## src/rtl/mul_pkg.sv

```systemverilog
// mul_pkg: shared state encoding and iteration constants for the sequential multiplier
package mul_pkg;
  typedef enum logic [1:0] {IDLE, RUN, DONE} state_t;
  localparam int MUL_ITER = 8;
  localparam int MUL_LAST = MUL_ITER - 1;
endpackage

```

## src/rtl/fullAdder_8bit.sv

```systemverilog
// fullAdder_8bit: 8-bit ripple adder with carry in/out used for partial-product accumulation
module fullAdder_8bit (
  input  logic [7:0] x,
  input  logic [7:0] y,
  input  logic       cin,
  output logic [7:0] sum,
  output logic       cout
);
  assign {cout, sum} = {1'b0, x} + {1'b0, y} + {8'b0, cin};
endmodule

```

## src/rtl/mul_seq_8bit.sv

```systemverilog
// mul_seq_8bit: shift-add 8x8 unsigned multiplier, one partial product per clock (optional MUL_EARLY_EXIT_EN skips zero operands)
module mul_seq_8bit
  import mul_pkg::*;
#(
  parameter int WIDTH = 8,
  parameter int CNT_W = 3
) (
  input  logic                 clk,
  input  logic                 rst,
  input  logic                 start,
  input  logic [WIDTH-1:0]     a,
  input  logic [WIDTH-1:0]     b,
  output logic                 busy,
  output logic                 done,
  output logic [2*WIDTH-1:0]   product
);
  state_t state, state_nx;
  logic [WIDTH-1:0] mcand, mplr, acc_hi, sum, addend;
  logic [CNT_W-1:0] cnt;
  logic cout, accept, zero_op, last;
  assign accept = start && (state != RUN);
  assign last = cnt == CNT_W'(MUL_LAST);
`ifdef MUL_EARLY_EXIT_EN
  assign zero_op = (a == '0) || (b == '0);
`else
  assign zero_op = 1'b0;
`endif
  assign addend = mplr[0] ? mcand : '0;
  fullAdder_8bit u_add (.x(acc_hi), .y(addend), .cin(1'b0), .sum(sum), .cout(cout));
  // state register
  always_ff @(posedge clk or posedge rst)
    if (rst) state <= IDLE;
    else state <= state_nx;
  // next state: new ops accepted from IDLE or DONE, RUN lasts exactly MUL_ITER edges
  always_comb begin
    state_nx = accept ? (zero_op ? DONE : RUN) : (state == RUN) ? (last ? DONE : RUN) : IDLE;
  end
  // operand capture and one shift-add step per RUN cycle; product held otherwise
  always_ff @(posedge clk or posedge rst)
    if (rst) begin
      mcand  <= '0;
      mplr   <= '0;
      acc_hi <= '0;
      cnt    <= '0;
    end else if (accept) begin
      mcand  <= a;
      mplr   <= zero_op ? '0 : b;
      acc_hi <= '0;
      cnt    <= '0;
    end else if (state == RUN) begin
      acc_hi <= {cout, sum[WIDTH-1:1]};
      mplr   <= {sum[0], mplr[WIDTH-1:1]};
      cnt    <= cnt + CNT_W'(1);
    end
  assign busy = state == RUN;
  assign done = state == DONE;
  assign product = {acc_hi, mplr};
endmodule

```

## config.mk

```make
export PLATFORM = sky130hd
export DESIGN_NAME = mul_seq_8bit
export DESIGN_NICKNAME = d
export VERILOG_FILES = /design/src/rtl/mul_pkg.sv /design/src/rtl/fullAdder_8bit.sv /design/src/rtl/mul_seq_8bit.sv
export SDC_FILE = /design/constraint.sdc
export NUM_CORES = 1
export LEC_CHECK = 0
export CELL_PAD_IN_SITES_DETAIL_PLACEMENT = 0
export CELL_PAD_IN_SITES_GLOBAL_PLACEMENT = 1
export CORE_ASPECT_RATIO = 2
export CORE_MARGIN = 2
export CORE_UTILIZATION = 38
export DETAILED_ROUTE_END_ITERATION = 10
export PLACE_DENSITY = 0.8
export SYNTH_ARGS = -nofsm -noshare
export SYNTH_HDL_FRONTEND = slang
export SYNTH_SLANG_ARGS = --single-unit
```

## constraint.sdc

```tcl
create_clock -name clk -period 2.9 [get_ports clk]
set_clock_uncertainty 0.1 [all_clocks]
set_input_delay 0.435 -clock clk [delete_from_list [all_inputs] [get_ports clk]]
set_output_delay 0.435 -clock clk [all_outputs]
set_load 0.05 [all_outputs]
```

## Word-level counts from Yosys, hierarchy flattened

Index checks and enable logic that the tools add are counted.

| cells by class | value |
|---|---|
| add/sub/neg operators | 2 |
| eq/ne operators | 4 |
| mux-type cells | 10 |
| reduce and logical (&&, ||, !) cells | 2 |

Operator list:

| cell | number |
|---|---|
| 8-bit 2-to-1 mux | 5 |
| 8-bit by 8-bit adder with 9-bit output | 1 |
| 2-bit 2-to-1 mux | 3 |
| 3-bit 2-to-1 mux | 2 |
| 3-bit by 1-bit adder with 3-bit output (second input constant) | 1 |
| 3-bit equality test (second input constant) | 1 |
| 2-bit by 1-bit equality test with 1-bit output (second input constant) | 1 |
| 2-bit equality test (second input constant) | 1 |
| 2-bit by 1-bit inequality test with 1-bit output (second input constant) | 1 |
| 2-bit nonzero test | 1 |
| 1-bit logical AND | 1 |

| word-level totals | value |
|---|---|
| register bits | 29 |
| bits of input ports | 19 |
| output and inout port bits | 18 |
| logic and storage cells | 23 |

## Longest topological paths before layout

Gate-level depths: netlist of run 1.

| logic depth | value |
|---|---|
| word-level depth | 4 |
| gate-level depth with buffers | 7 |
| mapped depth without buffers | 7 |

## Hierarchy

A second synthesis of run 1 with hierarchy kept.

| second synthesis, totals | value |
|---|---|
| cells, all modules | 157 |
| area, all modules | 1674.1 µm² |

By module, submodules not included:

| module | instances | cells an instance | area each (µm²) |
|---|---|---|---|
| mul_seq_8bit | 1 | 117 | 1342.5 |
| fullAdder_8bit | 1 | 40 | 331.6 |

## Least setup slack after synthesis of run 1

OpenSTA, ideal clock, no wires.

| timing path | value |
|---|---|
| kind | register -> register |
| start point | register mplr[0] |
| end point | register acc_hi[7] |
| arrival | 2.094 ns |
| required time | 2.674 ns |
| path slack | 0.580 ns |
| cell stages (with the launch flop) | 8 |
| buffers on the path | 0 |
| period minus slack after synthesis | 2.320 ns |
| path through | dfrtp_1 -> and2_1 -> ha_1 -> fa_1 -> a21o_1 -> a221oi_2 -> o21ai_0 -> o311a_1 |

| between the ends | value |
|---|---|
| longest elaborated chain between the ends | 4 |

Ends and longest elaborated chain:

| item | RTL line | source |
|---|---|---|
| from (decl) | mul_seq_8bit.sv:18 | `logic [WIDTH-1:0] mcand, mplr, acc_hi, sum, addend;` |
| from (signal assigned) | mul_seq_8bit.sv:47 | `mplr <= zero_op ? '0 : b;` |
| from (signal assigned) | mul_seq_8bit.sv:52 | `mplr <= {sum[0], mplr[WIDTH-1:1]};` |
| 8-bit 2-to-1 mux | mul_seq_8bit.sv:28 | `assign addend = mplr[0] ? mcand : '0;` |
| 8-bit by 8-bit adder with 9-bit output | fullAdder_8bit.sv:9 | `assign {cout, sum} = {1'b0, x} + {1'b0, y} + {8'b0, cin};` |
| 8-bit 2-to-1 mux | mul_seq_8bit.sv:50 | `end else if (state == RUN) begin` |
| 8-bit 2-to-1 mux | mul_seq_8bit.sv:45 | `end else if (accept) begin` |
| to (signal assigned) | mul_seq_8bit.sv:51 | `acc_hi <= {cout, sum[WIDTH-1:1]};` |
| to (decl) | mul_seq_8bit.sv:18 |  |

Every way passes these cells. The select of a mux whose other input is x is not followed.
A chain may end at the register's enable or synchronous reset.

## Worst setup path in the final report of run 1

Same ends and word-level chain as after synthesis.

==> results of run 1 <==
-- cell families after synthesis --
family                   after synthesis
AO/OA/AOI/OAI                         29
XOR/XNOR                               5
multiplexers                          17
buffers and inverters                 10
flip-flops                            29
adder cells (fa/ha/maj)               11
AND/OR/NAND/NOR                       43
-- synth_stat cells (all sizes together), types with 3 or more instances --
master	number
a21oi	4
and2	9
o21ai	16
mux2	8
inv	4
xor2	3
nand2	17
buf	4
a21o	3
nand3b	8
mux2i	9
ha	10
dfrtp	29
-- through the flow --
stage	hold WS [ns]	power (mW)	instances	setup slack (ns)
2_1_floorplan	0.3663	1.667	144	0.5798
3_3_place_gp	0.3813	2.038	229	0.6977
4_1_cts	0.4053	2.414	237	0.6274
5_1_grt	0.4296	2.582	237	0.5068
3_5_place_dp	0.3905	2.079	229	0.6317
6_report	0.4044	2.382	237	0.6133
-- worst max path at each step --
stage	start	end	slack, ns
6_report	mplr[0]	acc_hi[7]	0.61
5_1_grt	mplr[0]	acc_hi[7]	0.51
4_1_cts	mplr[0]	acc_hi[7]	0.63
3_5_place_dp	mplr[0]	acc_hi[7]	0.63
3_3_place_gp	mplr[0]	acc_hi[7]	0.70
2_1_floorplan	mplr[0]	acc_hi[7]	0.58
-- sequential cells by signal, summed over array words and instances (netlist names) --
register / cells
acc_hi: 8
cnt: 3
mcand: 8
mplr: 8
state: 2
-- routing by layer --
layer	up-vias	global-route usage, %
met5	-	0
met4	0	7.143
met3	5	3.025
met2	31	32.21
met1	583	17.53
li1	589	-
-- worst reg2reg max path, cell delays in order (launching register included) --
cell	delay, ns
dfrtp_1	0.48
and2_1	0.19
ha_1	0.20
fa_1	0.41
a21o_1	0.23
a221oi_2	0.31
o21ai_0	0.12
o311a_1	0.13
-- where the power goes --
group	internal, mW	switching [mW]
combinational	0.511	0.811
clock	0.165	0.159
sequential	0.594	0.141
total	1.27	1.11
-- layout make-up --
type                       instances  area [µm²]  area share (%)
inverter                           4       15.01          0.7295
clock inverter                     3       17.52          0.8511
sequential                        29       725.7           35.26
multi-input combinational        105       779.5           37.87
clock buffer                       5       68.82           3.343
tap                               51       63.81           3.100
timing repair buffer              40       387.9           18.85
==> impl_metrics.ini, run 1 <==
[floorplanning]
die_x_um = 49.17
die_h_um = 94.33
die_area_um2 = 4637
start_util_pct = 39.92
io_pins = 37
fp-row-count = 32
coreArea_um2 = 3884

[cells_and_area]
finish.utilization_pct = 53.00
fillers = 365
n_antenna_cell = 0
area_delta_synth_final_pct = 32.77
layout-drive-gt1-share_pct = 12.90
final_cell_area_um2 = 2058
nets = 215
mostFrequentLayoutCells = clkdlybuf4s50_1, dfrtp_1, nand2_1
final_common_cell = clkdlybuf4s50_1

[routing]
routed_wl_mm = 3.397
drtIter0Drc = 14
dr_total_vias = 1208
dr_wl_met3_um = 129
highest_layer = met4
drt-met1-wl_mm = 1.295
post_drt_wl_per_cell_um = 14.33
final_antenna_net_count = 0
firstDrtPassIters = 4
avgViaCountPerCell = 5.097
wl_met2_mm = 1.907
drc = 0

[timing]
max_freq_ghz = 0.4373
hold_viol_final = 0
tightest_slew_ns = 0.5033
max_slew_margin_pct = 66.34
maxSlewViolCount = 0
rsz0062_at_grt = false
finalCritPeriodShare_pct = 78.85
period_needed_ns = 2.287
tns_ns = 0
setup_viol = 0

[run]
max_cap_viol_count = 0

[logic_synthesis]
synth_edf_count = 0
yosysSeqAreaShare_pct = 46.81
yosys_warnings = 0
synth.avg_cell_area_um2 = 10.77
ys_ff_latch = 29
yosysTopAreaCell = dfrtp_1
syn-num-nets = 174
synthDistinctLibCells = 32
synth_top_family_by_area = simple AND/OR/NAND/NOR gates
synth_adder_area_share_pct = 9.362
ys.flop_type = dfrtp_1
synth_top_area_share_pct = 46.81
synthMuxAreaShare_pct = 11.62
synth-compound-area-share_pct = 11.62
ys_async_sr_fraction_pct = 100.0
syn_area_um2 = 1550
synthSimpleGateAreaFrac_pct = 14.85
yosys-top-cells-area = dfrtp_1, ha_1, mux2i_1, mux2_2, o21ai_0
syn_inst = 144
synth_xor_xnor_area_share_pct = 2.825

[worst_hold_path]
worstHoldPathType = reg -> reg
hold-path-endpoint = mcand[5]
worstHoldStart = mcand[5]
min_path_cells = 1

[clocking]
clk_latency_ns = 0.28
cts-root-buf = clkbuf_8
cts_inserted_buffers = 5
clkSinkCount = 29
cts_tree = done
cts_resized = 0
htree_num_levels = 2
cts_setup_buffers = 0
clock_path_buffers = 2
clk_pin_slew_ns = 0.07
ctsHoldBuffers = 0

[global_route]
grt_first_pass_wirelength_mm = 5.940
grt_max_degree = 30
antenna_found_initial = 0
grt_pass1_vias = 1358
grt_overflow = 0
track_usage_pct = 16.89

[setup_path]
cp.required_ns = 2.96
crit_buf_inv = 0
end_kind = flop
crit_fanout = 10
critPathKind = reg -> reg
critPathMaxStageDelay_ns = 0.48
crit_family = compound AO/OA/AOI/OAI gates
slowest_stage = dfrtp_1
rrSetupSlack_ns = 0.61
startpoint_type = flop
r2r_end = acc_hi[7]
cp.depth = 7
arrival_ns = 2.35
reg2reg_depth = 7
worstReg2RegStart = mplr[0]
worstPathCellList = and2_1, ha_1, fa_1, a21o_1, a221oi_2, o21ai_0, o311a_1

[placement]
io_buffers = 36
gp_congestion = 0.8830
post-dp-hpwl_mm = 2.579
place_area_um2 = 1972

[power]
powerDensity_nw_per_um2 = 1157
leakage_nw = 0.9552
ir_worst_vdd_mv = 0.8324

[status]
status = finished, final reports clean
Note: power is estimated with default switching activity, not from simulation.
==> run 2: changes to the inputs <==
- clock period: 2.9 -> 2.3 ns (I/O delays scaled with it)
==> run 2 against run 1 <==
  * Global-route usage is 0.35 points lower
  * Routed wire length is 2.6% lower
  * Register-to-register slack worse by 0.49 ns
  * Sequential cell count stayed put
  * Cell area is 1.8% higher
  * Worst hold slack worse by 0.061 ns
  * Power is 30% higher
  * Clock power is 41% higher
  * First-iteration DRC count is 21% lower
  * Sequential power is 24% higher
  * Critical path type unchanged
  * Critical endpoint unchanged
  * Highest routed layer unchanged
==> impl_metrics.ini, run 2 (synthesis gave the netlist of run 1 again) <==
[status]
status = finished, final reports clean

[setup_path]
startpoint_type = flop
cp.required_ns = 2.36
worstPathCellList = and2_1, ha_1, fa_1, a21o_1, a221oi_2, o21ai_0, o311a_1
end_kind = flop
crit_family = compound AO/OA/AOI/OAI gates
critPathKind = reg -> reg
crit_fanout = 6
critPathMaxStageDelay_ns = 0.43
arrival_ns = 2.23
slowest_stage = dfrtp_2
crit_buf_inv = 0

[power]
powerDensity_nw_per_um2 = 1479
leakage_nw = 0.9746
p_sw_mw = 1.392
p_seq_share_pct = 29.5
power_switching_share_pct = 44.95
p_clk_share_pct = 14.7
comb_power_share_pct = 55.8
ir_worst_vdd_mv = 0.8427
p_int_mw = 1.705

[routing]
post_drt_wl_per_cell_um = 13.90
routed_wl_mm = 3.309
final_antenna_net_count = 0
drc = 0
dr_wl_met3_um = 113
drtIter0Drc = 11
highest_layer = met4
drt-met1-wl_mm = 1.236
avgViaCountPerCell = 5.122
dr_total_vias = 1219
wl_met2_mm = 1.891
firstDrtPassIters = 4

[floorplanning]
die_h_um = 94.33
die_x_um = 49.17
fp-row-count = 32
die_area_um2 = 4637
coreArea_um2 = 3884
io_pins = 37
start_util_pct = 39.92

[cells_and_area]
largestRegisters = acc_hi (8), mcand (8), mplr (8)
final_cell_area_um2 = 2095
finish.utilization_pct = 53.93
n_antenna_cell = 0
area_delta_synth_final_pct = 35.11
mostFrequentLayoutCells = clkdlybuf4s50_1, dfrtp_1, nand2_1
layout-drive-gt1-share_pct = 13.90
nets = 216
final_common_cell = clkdlybuf4s50_1

[global_route]
grt_max_degree = 30
grt_overflow = 0
antenna_found_initial = 0
track_usage_pct = 16.54
grt_first_pass_wirelength_mm = 5.871
grt_pass1_vias = 1295

[timing]
finalCritPeriodShare_pct = 94.46
hold_viol_final = 0
max_freq_ghz = 0.4603
fin_ws_ns = 0.1275
tightest_slew_ns = 0.5131
maxSlewViolCount = 0
max_slew_margin_pct = 65.68
period_needed_ns = 2.172
rsz0062_at_grt = false
setup_viol = 0
tns_ns = 0

[clocking]
clock_path_buffers = 2
htree_num_levels = 2
cts_tree = done
clk_latency_ns = 0.28
clk_pin_slew_ns = 0.06
clkSinkCount = 29
cts_resized = 0
cts_setup_buffers = 0
cts_inserted_buffers = 5
cts-root-buf = clkbuf_8
ctsHoldBuffers = 0

[placement]
pre_cts_ws_ns = 0.1380
gp_congestion = 0.9128
place_area_um2 = 1993
io_buffers = 36
post-dp-hpwl_mm = 2.542

[worst_hold_path]
worstHoldPathType = in -> async

[run]
max_cap_viol_count = 0
-- run 2: cell types whose count changed in the layout (fill, tap and decap cells not counted), sizes merged --
cell | previous run | this run
clkinvlp | 1 | 0
clkbuf | 5 | 7
clkinv | 2 | 1
buf | 5 | 6
-- run 2: through the flow --
step,hold slack [ns],total power [mW],std cells
final,0.3435,3.097,238
after global routing,0.3662,3.344,238
after CTS,0.3517,3.137,238
after detailed placement,0.3881,2.667,230
after global placement,0.3790,2.623,230
after floorplan,0.3230,2.103,144
-- run 2: path summary, 6_finish.rpt --
| path | from | to | slack [ns] | cells past startpoint |
|---|---|---|---|---|
| setup / recovery | mplr[0] | acc_hi[7] | 0.13 | 7 |
| hold / removal | rst | mcand[2] | 0.34 | 3 |
| setup reg to reg | mplr[0] | acc_hi[7] | 0.13 | 7 |
| hold reg to reg | mcand[5] | mcand[5] | 0.40 | 1 |
| max in group asynchronous | rst | mplr[0] | 1.46 | 3 |
| min in group clk | mcand[5] | mcand[5] | 0.40 | 1 |
-- run 2: layout make-up --
| type | instances | area, µm² |
|---|---|---|
| clock buffers | 7 | 96.34 |
| clock inverters | 1 | 5.005 |
| fillers | 381 | 1789 |
| inverters | 4 | 15.01 |
| multi-input cells | 105 | 779.5 |
| flip-flops and latches | 29 | 726.9 |
| well taps | 51 | 63.81 |
| repair buffers | 41 | 407.9 |
-- run 2: layer usage --
| metal | vias to the layer above | GRT usage, % |
|---|---|---|
| li1 | 592 | - |
| met4 | 0 | 9.286 |
| met3 | 6 | 3.344 |
| met5 | - | 0 |
| met1 | 589 | 17.18 |
| met2 | 32 | 30.18 |
-- run 2: power by group through the flow --
stage | clock network [mW] | logic (mW) | registers [mW]
finish | 0.456 | 1.73 | 0.913
global route | 0.499 | 1.89 | 0.957
CTS | 0.471 | 1.75 | 0.917
detailed placement | 0 | 1.75 | 0.920
global placement | 0 | 1.71 | 0.915
floorplan | 0 | 0.802 | 1.30
-- run 2: worst reg2reg max path: stages (launching register included) --
cell	delay [ns]
dfrtp_2	0.43
and2_1	0.14
ha_1	0.20
fa_1	0.43
a21o_1	0.23
a221oi_2	0.28
o21ai_0	0.11
o311a_1	0.13
==> RTL change 1: new RTL, config.mk and constraints of run 2 <==
Build with the macro `MUL_EARLY_EXIT_EN` defined.
--- a/src/rtl/mul_seq_8bit.sv
+++ b/src/rtl/mul_seq_8bit.sv
@@ -1,4 +1,6 @@
 // mul_seq_8bit: shift-add 8x8 unsigned multiplier, one partial product per clock (optional MUL_EARLY_EXIT_EN skips zero operands)
+`define MUL_EARLY_EXIT_EN
+
 module mul_seq_8bit
   import mul_pkg::*;
 #(
Function: changed (Yosys sat finds a counterexample within 4 cycles, from zero or initial values and one cycle with rst high).
==> RTL change 1 against run 2 <==
- power down 2.1%
- clock power down 7.5%
- largest power group unchanged
- synthesized area up 5.2%
- final area up 2.5%
- wire length up 20%
- sequential cell count unchanged
- worst hold slack worse by 0.0014 ns
- worst setup slack better by 0.055 ns
- final cell count up 7.6%
==> RTL change 1: results <==
export IMPL_cts_made_buffers=5
export IMPL_synth_compound_area_share_pct=14.7
export IMPL_reg2reg_slack_ns=0.18
export IMPL_grt_max_degree=30
export IMPL_drt_iter0_drc=32
export IMPL_nFillCells=412
export IMPL_syn_nets=194
export IMPL_synth_adder_area_share_pct=8.90
export IMPL_grt_first_pass_wirelength_um=6760
export IMPL_layout_drive_gt1_share_pct=11.8
export IMPL_dp_hpwl_um=2960
export IMPL_critical_path_max_fanout=10
export IMPL_grtUsageTotal_pct=18.5
export IMPL_cp_slowest_cell="dfrtp_1"
export IMPL_p_int_w=0.00165
export IMPL_synthTopCellsByArea="dfrtp_1, ha_1, mux2_2, nand2_1, o21ai_0"
export IMPL_synth_xor_area_share_pct=1.61
export IMPL_clock_power_share_pct=13.9
export IMPL_synthMuxAreaShare_pct=5.52
export IMPL_wl_um=3970
export IMPL_nets=234
export IMPL_leakage_nw=0.915
export IMPL_peakVddDrop_mv=0.790
export IMPL_grt_pass1_vias=1466
export IMPL_globalplace_congestion=0.887
export IMPL_hold_slack_ns=0.342
export IMPL_outcome="completed"
export IMPL_yosysSeqAreaShare_pct=44.5
export IMPL_postCtsSetupBuffers=0
export IMPL_slew_headroom_pct=64.1
export IMPL_insertion_delay_ns=0.28
export IMPL_arrival_ns=2.17
export IMPL_vias=1418
export IMPL_synth_commonest_cells="dfrtp_1, nand2_1, o21ai_0"
export IMPL_synth_cell_types=37
## RTL change 1: cell count changes in the layout (fill, tap and decap cells not counted), sizes merged, moves of 4 or more
cell   change
a21oi      +4
a31oi      +7
mux2i      -9
nor2b      +8
nor4       +5
## RTL change 1: per-layer routing
metal,wire length (um),track usage [%]
met5,0,0
met4,111,9.98
met3,169,4.32
met2,2240,33.0
met1,1440,19.1
## RTL change 1: per-stage QoR
step / power, W / instances / setup slack (ns) / utilization, % / area (um2)
after floorplan: 0.00209 / 164 / 0.121 / - / 1630
after global placement: 0.00259 / 249 / 0.264 / 49.9 / 2060
after detailed placement: 0.00263 / 249 / 0.201 / 49.9 / 2060
after CTS: 0.00307 / 256 / 0.190 / 52.0 / 2150
after global routing: 0.00326 / 256 / 0.0378 / 52.0 / 2150
final: 0.00303 / 256 / 0.183 / 52.0 / 2150
## RTL change 1: cell type report
class,count,share of cell area (%)
multi-input combinational,124,39.8
sequential,29,33.8
timing repair buffer,40,18.6
clock buffer,7,4.02
tap,52,3.03
inverter,4,0.699
==> RTL change 2: new RTL, flow settings as in run 2 <==
Without the edit above. The 3 states of `state_t` get a one-hot encoding in 3 bits.
--- a/src/rtl/mul_pkg.sv
+++ b/src/rtl/mul_pkg.sv
@@ -1,6 +1,6 @@
 // mul_pkg: shared state encoding and iteration constants for the sequential multiplier
 package mul_pkg;
-  typedef enum logic [1:0] {IDLE, RUN, DONE} state_t;
+  typedef enum logic [2:0] {IDLE = 3'b001, RUN = 3'b010, DONE = 3'b100} state_t;
   localparam int MUL_ITER = 8;
   localparam int MUL_LAST = MUL_ITER - 1;
 endpackage
Formal check against the unedited RTL: no difference found for any inputs over 4 cycles, from zero or initial values and one cycle with rst high; so few cycles prove little.
==> RTL change 2 against run 2 <==
- final area rose by 1.4%
- wire length fell by 0.91%
- global-route usage shrank 1.0 points
- sequential cell count rose by 1
- power increased by 0.56%
- synthesized area is 1.1% higher
- worst setup slack better by 0.054 ns
==> RTL change 2: results <==
export IMPL_outcome="completed"
export IMPL_fin_crit_sh_pct=92.1
export IMPL_dp_hpwl_um=2590
export IMPL_yosysSeqAreaShare_pct=48.0
export IMPL_globalplace_congestion=0.925
export IMPL_dp_cells=237
export IMPL_grt_max_degree=31
export IMPL_syn_avg_cell_area_um2=10.5
export IMPL_fin_cells=246
export IMPL_synth_xor_area_share_pct=2.23
export IMPL_slew_headroom_pct=65.7
export IMPL_synth_commonest_cells="dfrtp_1, o21ai_0, nand2_1"
export IMPL_reg2reg_slack_ns=0.18
export IMPL_route_met3_wl_um=106
export IMPL_synth_cell_types=34
export IMPL_placed_area_um2=2010
export IMPL_signal_buffers=40
export IMPL_synth_compound_area_share_pct=13.6
export IMPL_nets=223
export IMPL_hold_slack_ns=0.347
export IMPL_clkbuf_count=8
export IMPL_peakVddDrop_mv=0.734
export IMPL_buf_share_pct=18.7
export IMPL_ctsResizeCount=0
export IMPL_nFillCells=410
export IMPL_vias_per_cell=5.02
export IMPL_wl_met1_um=1170
export IMPL_grtUsageMet1_pct=14.8
export IMPL_grtUsageMet2_pct=29.3
export IMPL_ff2ff_path_depth=9
export IMPL_grt_first_pass_wirelength_um=5420
export IMPL_die_area_um2=4690
export IMPL_syn_nets=180
export IMPL_met3_usage_pct=3.01
export IMPL_synthMuxAreaShare_pct=10.9
export IMPL_grt_pass1_vias=1239
export IMPL_seq_share_pct=35.5
export IMPL_arrival_ns=2.19
export IMPL_power_density_nw_per_um2=1470
export IMPL_synth_adder_area_share_pct=9.26
export IMPL_multi_input_cells=108
export IMPL_layout_drive_gt1_share_pct=14.9
export IMPL_grtUsageTotal_pct=15.5
export IMPL_rr_endpoint="acc_hi[5]"
export IMPL_inverters=8
export IMPL_wl_um=3280
export IMPL_leakage_nw=0.972
export IMPL_dp_slack_ns=0.154
export IMPL_synthTopCellsByArea="dfrtp_1, ha_1, o21ai_0, mux2_2, mux2i_1"
export IMPL_multi_input_area_share_pct=36.2
-- RTL change 2: cell types whose count changed in the layout (fill, tap and decap cells not counted), moves of 2 or more --
cell,before,now
a21oi_1,4,2
and2_1,9,7
a211oi_1,0,2
inv_1,4,7
nand3b_1,8,0
nand2_1,17,19
nor2_1,2,5
a21o_1,3,1
o21ai_0,14,21
nand4_1,2,0
and3_1,0,2
nand3_1,1,5
-- RTL change 2: critical path, delay by kind of cell (launching register included) --
kind,cells,cell delay (ns)
and+or+nand+nor,3,0.51
DFF,1,0.43
AOI/OAI and AO/OA,3,0.43
adders and majority gates,2,0.47
buffers and inverters,1,0.08
-- RTL change 2: report_power, final --
part / switching, W / internal, W / leakage [nW]
Combinational: 0.00103 / 0.000675 / 0.546
Sequential: 0.000154 / 0.000774 / 0.369
Clock: 0.000181 / 0.000302 / 0.0575
